File: src/rtl/mc_ctrl_fsm.sv
// -----------------------------------------------------------------------------
// mc_ctrl_fsm -- multicycle control unit for the MIPS-subset datapath.
//
// Decodes the IR opcode/funct fields into every datapath mux select and write
// enable. Memory accesses use a req/ready handshake with a wait-state timeout
// that parks the FSM in a terminal FAULT state (left only through reset).
//
// Ports:
//   clk, reset          clock (rising edge) and asynchronous active-high reset
//   opcode, funct       IR fields
//   zero                ALU zero flag (same-cycle)
//   mem_ready           memory access completes this cycle
//   mem_req, mem_in, mem_we        memory request / address select / write
//   pc_we, pc_src       PC write enable and source select
//   ir_we               IR write enable
//   alu_srca, alu_srcb, alu_op     ALU operand selects and op code
//   dst, reg_in, reg_we register-file destination, data select, write enable
//   fault               sticky fault indicator
//   cycle_cnt, retire_cnt          performance counters (optional)
//
// Optional feature: define MC_CTRL_PERF_CNT_EN to add the cycle_cnt and
// retire_cnt performance counter outputs.
//
// Outputs are a combinational decode of the registered state, mem_ready and
// zero, so mem_we and the BNE PC write follow those inputs in the same cycle.
// All write enables and mem_req are gated by reset so they drop the moment
// reset rises, even between clock edges.
// -----------------------------------------------------------------------------
module mc_ctrl_fsm #(
    parameter int                OPW      = 6,
    parameter int                FUNCTW   = 6,
    parameter int                ALUOPW   = 6,
    parameter logic [ALUOPW-1:0] ALU_ADD  = 6'd0,
    parameter logic [ALUOPW-1:0] ALU_SUB  = 6'd1,
    parameter logic [ALUOPW-1:0] ALU_XOR  = 6'd2,
    parameter logic [ALUOPW-1:0] ALU_SLT  = 6'd3,
    parameter int                WAIT_MAX = 15,
    parameter int                CNTW     = 32
) (
    input  logic              clk,
    input  logic              reset,
    input  logic [OPW-1:0]    opcode,
    input  logic [FUNCTW-1:0] funct,
    input  logic              zero,
    input  logic              mem_ready,
    output logic              mem_req,
    output logic              pc_we,
    output logic              mem_in,
    output logic              mem_we,
    output logic              ir_we,
    output logic              alu_srca,
    output logic [1:0]        alu_srcb,
    output logic [ALUOPW-1:0] alu_op,
    output logic [1:0]        pc_src,
    output logic [1:0]        dst,
    output logic              reg_in,
    output logic              reg_we,
    output logic              fault
`ifdef MC_CTRL_PERF_CNT_EN
    ,
    output logic [CNTW-1:0]   cycle_cnt,
    output logic [CNTW-1:0]   retire_cnt
`endif
);

    localparam int WCW = (WAIT_MAX < 2) ? 1 : $clog2(WAIT_MAX + 1);

    localparam logic [OPW-1:0]    OP_RTYPE = OPW'(6'h00);
    localparam logic [OPW-1:0]    OP_J     = OPW'(6'h02);
    localparam logic [OPW-1:0]    OP_JAL   = OPW'(6'h03);
    localparam logic [OPW-1:0]    OP_BNE   = OPW'(6'h05);
    localparam logic [OPW-1:0]    OP_ADDI  = OPW'(6'h08);
    localparam logic [OPW-1:0]    OP_XORI  = OPW'(6'h0E);
    localparam logic [OPW-1:0]    OP_LW    = OPW'(6'h23);
    localparam logic [OPW-1:0]    OP_SW    = OPW'(6'h2B);
    localparam logic [FUNCTW-1:0] F_JR     = FUNCTW'(6'h08);
    localparam logic [FUNCTW-1:0] F_ADD    = FUNCTW'(6'h20);
    localparam logic [FUNCTW-1:0] F_SUB    = FUNCTW'(6'h22);
    localparam logic [FUNCTW-1:0] F_SLT    = FUNCTW'(6'h2A);

    typedef enum logic [3:0] {
        S_FETCH, S_DECODE, S_EXEC_R, S_WB_R, S_EXEC_I, S_WB_I,
        S_MEM_ADDR, S_MEM_RD, S_MEM_WB, S_MEM_WR, S_BNE, S_J,
        S_JAL_LINK, S_JAL, S_JR, S_FAULT
    } state_t;

    state_t         state_r;
    logic [WCW-1:0] wait_cnt_r;
    logic           req_s, pc_we_s, mem_we_s, ir_we_s, reg_we_s;
    logic           timeout_s;

    // Enables are forced low while reset is high, independent of the clock.
    assign mem_req = req_s    & ~reset;
    assign pc_we   = pc_we_s  & ~reset;
    assign mem_we  = mem_we_s & ~reset;
    assign ir_we   = ir_we_s  & ~reset;
    assign reg_we  = reg_we_s & ~reset;
    assign fault   = (state_r == S_FAULT);

    // The cycle that would make the unanswered-request count reach WAIT_MAX.
    assign timeout_s = req_s & ~mem_ready & (wait_cnt_r == WCW'(WAIT_MAX - 1));

    // Output decode from state, mem_ready and zero.
    always_comb begin
        req_s    = 1'b0;
        pc_we_s  = 1'b0;
        mem_we_s = 1'b0;
        ir_we_s  = 1'b0;
        reg_we_s = 1'b0;
        mem_in   = 1'b0;
        alu_srca = 1'b0;
        alu_srcb = 2'd0;
        alu_op   = ALU_ADD;
        pc_src   = 2'd0;
        dst      = 2'd0;
        reg_in   = 1'b0;
        case (state_r)
            S_FETCH: begin
                req_s  = 1'b1;
                mem_in = 1'b1;
                if (mem_ready) begin
                    ir_we_s  = 1'b1;
                    pc_we_s  = 1'b1;
                    alu_srca = 1'b1;
                    pc_src   = 2'd1;
                end else begin
                    ir_we_s  = 1'b0;
                end
            end
            S_DECODE: begin
                alu_srca = 1'b1;
                alu_srcb = 2'd3;
            end
            S_EXEC_R: begin
                alu_srcb = 2'd1;
                case (funct)
                    F_SUB:   alu_op = ALU_SUB;
                    F_SLT:   alu_op = ALU_SLT;
                    default: alu_op = ALU_ADD;
                endcase
            end
            S_WB_R: begin
                dst      = 2'd1;
                reg_we_s = 1'b1;
            end
            S_EXEC_I: begin
                alu_srcb = 2'd2;
                if (opcode == OP_XORI) begin
                    alu_op = ALU_XOR;
                end else begin
                    alu_op = ALU_ADD;
                end
            end
            S_WB_I:     reg_we_s = 1'b1;
            S_MEM_ADDR: alu_srcb = 2'd2;
            S_MEM_RD:   req_s    = 1'b1;
            S_MEM_WB: begin
                reg_in   = 1'b1;
                reg_we_s = 1'b1;
            end
            S_MEM_WR: begin
                req_s    = 1'b1;
                mem_we_s = mem_ready;
            end
            S_BNE: begin
                alu_srcb = 2'd1;
                alu_op   = ALU_SUB;
                if (!zero) begin
                    pc_src  = 2'd2;
                    pc_we_s = 1'b1;
                end else begin
                    pc_we_s = 1'b0;
                end
            end
            S_J:        pc_we_s  = 1'b1;
            // PC already holds PC+1 here, so ALU out = PC+2 becomes the link.
            S_JAL_LINK: alu_srca = 1'b1;
            S_JAL: begin
                pc_we_s  = 1'b1;
                dst      = 2'd2;
                reg_we_s = 1'b1;
            end
            S_JR: begin
                pc_src  = 2'd3;
                pc_we_s = 1'b1;
            end
            S_FAULT: begin
            end
            default: begin
            end
        endcase
    end

    // State register and wait-state counter.
    always_ff @(posedge clk or posedge reset) begin
        if (reset) begin
            state_r    <= S_FETCH;
            wait_cnt_r <= {WCW{1'b0}};
        end else begin
            if (req_s && !mem_ready) begin
                wait_cnt_r <= wait_cnt_r + WCW'(1);
            end else begin
                wait_cnt_r <= {WCW{1'b0}};
            end
            case (state_r)
                S_FETCH: begin
                    if (mem_ready)      state_r <= S_DECODE;
                    else if (timeout_s) state_r <= S_FAULT;
                    else                state_r <= S_FETCH;
                end
                S_DECODE: begin
                    case (opcode)
                        OP_RTYPE: begin
                            case (funct)
                                F_ADD, F_SUB, F_SLT: state_r <= S_EXEC_R;
                                F_JR:                state_r <= S_JR;
                                default:             state_r <= S_FAULT;
                            endcase
                        end
                        OP_LW, OP_SW:     state_r <= S_MEM_ADDR;
                        OP_ADDI, OP_XORI: state_r <= S_EXEC_I;
                        OP_BNE:           state_r <= S_BNE;
                        OP_J:             state_r <= S_J;
                        OP_JAL:           state_r <= S_JAL_LINK;
                        default:          state_r <= S_FAULT;
                    endcase
                end
                S_EXEC_R:   state_r <= S_WB_R;
                S_EXEC_I:   state_r <= S_WB_I;
                S_MEM_ADDR: state_r <= (opcode == OP_LW) ? S_MEM_RD : S_MEM_WR;
                S_MEM_RD: begin
                    if (mem_ready)      state_r <= S_MEM_WB;
                    else if (timeout_s) state_r <= S_FAULT;
                    else                state_r <= S_MEM_RD;
                end
                S_MEM_WR: begin
                    if (mem_ready)      state_r <= S_FETCH;
                    else if (timeout_s) state_r <= S_FAULT;
                    else                state_r <= S_MEM_WR;
                end
                S_JAL_LINK: state_r <= S_JAL;
                S_WB_R, S_WB_I, S_MEM_WB, S_BNE, S_J, S_JAL, S_JR:
                            state_r <= S_FETCH;
                S_FAULT:    state_r <= S_FAULT;
                default:    state_r <= S_FAULT;
            endcase
        end
    end

`ifdef MC_CTRL_PERF_CNT_EN
    logic to_fetch_s;

    // Flags the cycles whose clock edge retires an instruction back to FETCH.
    always_comb begin
        to_fetch_s = 1'b0;
        case (state_r)
            S_WB_R, S_WB_I, S_MEM_WB, S_BNE, S_J, S_JAL, S_JR: to_fetch_s = 1'b1;
            S_MEM_WR: to_fetch_s = mem_ready;
            default:  to_fetch_s = 1'b0;
        endcase
    end

    // Performance counters; both wrap naturally at 2^CNTW.
    always_ff @(posedge clk or posedge reset) begin
        if (reset) begin
            cycle_cnt  <= {CNTW{1'b0}};
            retire_cnt <= {CNTW{1'b0}};
        end else begin
            if (state_r != S_FAULT) begin
                cycle_cnt <= cycle_cnt + CNTW'(1);
            end else begin
                cycle_cnt <= cycle_cnt;
            end
            if (to_fetch_s) begin
                retire_cnt <= retire_cnt + CNTW'(1);
            end else begin
                retire_cnt <= retire_cnt;
            end
        end
    end
`endif

endmodule

File: config.mk
export PLATFORM = sky130hd
export DESIGN_NAME = mc_ctrl_fsm
export DESIGN_NICKNAME = d
export VERILOG_FILES = /design/src/rtl/mc_ctrl_fsm.sv
export SDC_FILE = /design/constraint.sdc
export NUM_CORES = 1
export LEC_CHECK = 0
export CAP_MARGIN = 20
export CORE_MARGIN = 3
export CORE_UTILIZATION = 56
export DETAILED_ROUTE_END_ITERATION = 6
export DONT_BUFFER_PORTS = 1
export PLACE_DENSITY = 0.8
export SYNTH_ARGS = -nofsm -noshare
export SYNTH_HDL_FRONTEND = slang
export SYNTH_SLANG_ARGS = --single-unit
File: constraint.sdc
create_clock -name clk -period 3.6 [get_ports clk]
set_clock_uncertainty 0.05 [all_clocks]
set_input_delay 0.54 -clock clk [delete_from_list [all_inputs] [get_ports clk]]
set_output_delay 0.54 -clock clk [all_outputs]
set_load 0.1 [all_outputs]
Word level (Yosys, flattened, before mapping)
Cells that the tools add are included.
{ "word_totals": {"input_bits": 16, "elab_cells": 82, "register_bits": 8, "out_inout_bits": 21} }
{ "classes": {"eq_ne": 27, "n_reduce_logical": 14, "n_addsub": 1, "n_bitwise": 9, "muxes": 29} }
{ "op_table": {"columns": ["cell", "n"], "rows": [
  ["$pmux W4 S10", 1],
  ["$eq A4 B4 Y1 const B", 9],
  ["$eq A6 B6 Y1 const B", 5],
  ["$mux W4", 7],
  ["$pmux W4 S6", 1],
  ["$eq A6 B4 Y1 const B", 3],
  ["$pmux W2 S3", 3],
  ["$eq A4 B3 Y1 const B", 4],
  ["$eq A6 B2 Y1 const B", 2],
  ["$reduce_or A2 Y1", 5],
  ["$mux W1", 9],
  ["$reduce_or A3 Y1", 3],
  ["$eq A4 B2 Y1 const B", 2],
  ["$pmux W2 S2", 2],
  ["$pmux W4 S2", 1],
  ["$and A1 B1 Y1", 7],
  ["$reduce_or A7 Y1", 1],
  ["$eq A6 B3 Y1 const B", 1],
  ["$logic_not A6 Y1", 1],
  ["$add A4 B1 Y4 const B", 1],
  ["$eq A4 B1 Y1 const B", 1],
  ["$logic_not A4 Y1", 1],
  ["$mux W2", 2],
  ["$reduce_or A4 Y1", 1],
  ["other kinds (6)", 7]
]} }

Longest topological paths before layout
{ "logic_depth": {"ltp_word": 8, "depth_mapped": 7, "ltp_nobuf": 7} }

Worst setup path before layout
No wires, ideal clock.
{ "synth_timing": {"kind": "input to output", "start": "in funct[0]", "end": "out alu_op[1]", "setup_slack_ps": -1081, "t_arrival_ps": 4091, "n_path_buf": 0, "t_required_ps": 3010, "path_stages": 3, "path_cell_list": "nor3_1 nand3_1 o41ai_1"} }
{ "synth_between": {"elab_chain_len": 3, "elab_cells_between_ends": 4, "classes_between": "eq/ne (2); mux (2)"} }
{ "synth_rtl": {"columns": ["element", "line", "rtl"], "rows": [
  ["start, declared", "43", "input logic [FUNCTW-1:0] funct,"],
  ["$eq A6 B6 Y1", "136", "case (funct)"],
  ["$pmux W2 S2 (*)", "136", null],
  ["$pmux W2 S3 (*)", "117", "case (state_r)"],
  ["end, declared", "53", "output logic [ALUOPW-1:0] alu_op,"]
]} }
Mark *: on every way between the ends. The rest lies on a longest branch, timed or not.

Worst setup path in the final report
{ "layout_timing": {"start": "reg state_r[3]", "end": "out reg_we"} }
{ "layout_between": {"elab_chain_len": 4, "elab_cells_between_ends": 7, "classes_between": "eq/ne (4); mux (1); bitwise (1); reduce/logical (1)"} }
{ "layout_rtl": {"columns": ["element", "line", "rtl"], "rows": [
  ["start, declared", "87", "state_t state_r;"],
  ["start signal, assigned", "230", "S_MEM_ADDR: state_r <= (opcode == OP_LW) ? S_MEM_RD : S_MEM_WR;"],
  ["$eq A4 B2 Y1, or another cell as far along", "117", null],
  ["$reduce_or A4 Y1 (no line) (*)", null, null],
  ["$mux W1 (*)", "117", null],
  ["$and A1 B1 Y1 (*)", "97", "assign reg_we = reg_we_s & ~reset;"],
  ["end, declared", "57", "output logic reg_we,"]
]} }
Marked as above.

==> results.md <==
* Outcome: finished clean
* Post-layout min period at 2.81 ns
* Proportion of synthesized chip area in sequential cells at 19.0%
* Starting density of the core at 60.4%
* Final total negative setup slack at 0 ns
* Synth top area cells: sky130_fd_sc_hd__dfrtp_1, sky130_fd_sc_hd__nor2_1, sky130_fd_sc_hd__a21oi_1
* Cell type with the largest total area after synthesis: sky130_fd_sc_hd__dfrtp_1
* Via count of the first global-routing pass at ~1,000
* Worst supply voltage drop on vdd at ~0.00046 V
* Pwr/cell area at around 960 nW/um^2
* Remaining DRCs at 0
* Hold_buf cts at 0
* Synthesized area per cell at 7.32 um^2
* # diodes at 0
* Share of cells above drive strength 1 at slightly below 30%
* Post-cts gate resize count at 0
* Largest net degree at the start of global routing at 22
* Unrepaired setup endpoints after global routing: no
* Number of enable-type register cells in the synthesized netlist at 0
* Endpoint arrival time on the critical path at 2.22 ns
* # port buffers at 0
* Top cell types by occurrence after synthesis: sky130_fd_sc_hd__nor2_1, sky130_fd_sc_hd__a21oi_1, sky130_fd_sc_hd__dfrtp_1
* Type of destination of the critical path: output pin
* Synthesized netlist cell count at about 140
* Clock slew at the register clock pins of the worst setup and hold paths at 0.05 ns
* Warnings, synthesis at 0
* Cell with the most instances after synthesis: sky130_fd_sc_hd__nor2_1
* Slew Limit Fails at 0
* Worst min-delay path class: input pin to async pin
* Die Y at 49.4 um
* Floorplan Core Area at approximately 1700 um^2
* Cts bufs inserted at 3
* Clock root buffer: sky130_fd_sc_hd__clkbuf_4
* Top-level port count at 37
* Area growth from synthesis to layout at 21.1%
* Crit path from: state_r[3]
* Max-slew headroom at the worst pin at ~58%
* Routability Congestion at 0.847
* Detailed Place HPWL at 2070 um
* P_leak at 0.513 nW
* Die Area at roughly 2400 um^2
* Primary FF master, synth: sky130_fd_sc_hd__dfrtp_1
* Count of clock tree sinks at 8
* Peak fanout along the critical path at 21
* Sort of element at the start of the critical path: flop
* Total global-route track usage at 22.3%
* Post-detailed-route via-to-cell ratio at 6.31
* Flip-flop and latch count after synthesis at 8
* Row count at 15
* CTS tree: yes
* Clock latency at the later pin of the worst-skew pair at around 0.25 ns
* Router iterations before antenna repair at 4
* Number of antenna violations at the first check in global routing at 0
* Portion of synthesized cell area occupied by the leading cell type at between 10% and 20%
* Final ANT Viol Nets at 0
* Wire length of the first global-routing pass at 4350 um
* Crit Reg-Reg Startpoint: state_r[0]
* Worst Setup Path Type: flop to output pin
* Nets at between 150 and 200
* Final worst-path cycle share at 78.0%
* Vias at roughly 1,100
* Maximum operating frequency at 356 MHz
* Fill cells at 136
* Total Routed Length at around 2700 um
* Post-Place Cell Area at 1250 um^2
* Max-capacitance violation count at 0
* Post-layout instance area at 1280 um^2
* Width of the chip at 49.4 um
* Post-synthesis cell type count at between 50 and 60
* Post-synth design cell area at 1050 um^2
* Post-detailed-route wirelength per cell at 15.0 um
* GRT overflow at 0
* Endpoints failing hold at 0
* DRC marker count from the first detailed-route iteration at 27
* Share of flip-flops with an asynchronous set or reset after synthesis at 100%
* # H-tree levels at 1
* Pin slew with the least headroom to its limit at 0.636 ns
* Longest Clk Path Bufs at 2
* Worst Path Required at 3.01 ns
* Setup-failing EPs final at 0
* Number of buffers inserted by post-CTS setup repair at 0
[per-layer routing]
metal	track usage [%]	wire length, um	share of wire, %
met3	2.45	250	9.4
met4	9.68	52	2.0
met2	39.1	1330	50
met1	27.2	1020	38
met5	0	0	0
[worst max-delay path: stages, from the launching register on]
cell and delay (ns):
sky130_fd_sc_hd__dfrtp_1 0.59, sky130_fd_sc_hd__or2_1 0.45, sky130_fd_sc_hd__nor2_2 0.14, sky130_fd_sc_hd__buf_4 0.30, sky130_fd_sc_hd__nor2_1 0.10, sky130_fd_sc_hd__nor2_2 0.09, sky130_fd_sc_hd__buf_4 0.29
[per-stage QoR]
stage	util, %	hold WS, ns	cells	setup slack (ns)	power [mW]
6_report	73.1	0.0684	177	0.793	1.22
3_3_place_gp	71.8	0.342	174	1.13	1.13
4_1_cts	73.1	0.0697	177	0.798	1.22
3_5_place_dp	71.8	0.347	174	1.08	1.15
5_1_grt	73.1	0.0748	177	0.681	1.28
2_1_floorplan	-	0.314	147	0.000987	0.959
[where the power goes]
| part | switching (mW) | internal [mW] | total (mW) |
|---|---|---|---|
| registers | 0.113 | 0.117 | 0.230 |
| clock network | 0.0286 | 0.0380 | 0.0666 |
| logic | 0.679 | 0.248 | 0.926 |
[state kept, by name (all words and copies together) (netlist names)]
signal      count
state_r         4
wait_cnt_r      4
[layout make-up]
class | instances | area (um^2) | share of cell area, %
Tap cell | 25 | 31.3 | 2.45
Clock buffer | 3 | 22.5 | 1.76
Timing Repair Buffer | 17 | 163 | 12.7
Inverter | 4 | 15.0 | 1.18
Sequential cell | 8 | 200 | 15.7
Multi-Input combinational cell | 120 | 845 | 66.2
[cell usage in the layout, fill, tap and decap left out, types with 4 or more instances in the layout]
cell type                   n
sky130_fd_sc_hd__nor2b_1    5
sky130_fd_sc_hd__nand2_1    7
sky130_fd_sc_hd__nor3_1     4
sky130_fd_sc_hd__nor2_1    13
sky130_fd_sc_hd__nor2_2    10
sky130_fd_sc_hd__dfrtp_1    8
sky130_fd_sc_hd__a21oi_1    6
sky130_fd_sc_hd__nand3b_1   5
sky130_fd_sc_hd__a31oi_1    4
sky130_fd_sc_hd__nand3_1    6
sky130_fd_sc_hd__buf_4     15
sky130_fd_sc_hd__conb_1     4
[path summary, 6_finish.rpt]
check                                end  slack (ns)  cells past startpoint
min in group clk           wait_cnt_r[0]        0.44                      1
setup / recovery                  reg_we        0.79                      6
setup reg to reg              state_r[2]        1.45                      4
max in group asynchronous     state_r[0]        3.19                      1
hold / removal             wait_cnt_r[2]        0.07                      1
hold reg to reg            wait_cnt_r[0]        0.44                      1
[cell families after synthesis]
| group | share of synthesized area (%) |
|---|---|
| AO/OA/AOI/OAI | 23.4 |
| adder cells (fa/ha/maj) | 2.37 |
| other | 0.356 |
| buffers and inverters | 9.86 |
| flip-flops | 19.0 |
| AND/OR/NAND/NOR | 38.5 |
| XOR/XNOR | 4.16 |
| multiplexers | 2.37 |
Note: power is estimated with default switching activity, not from simulation.
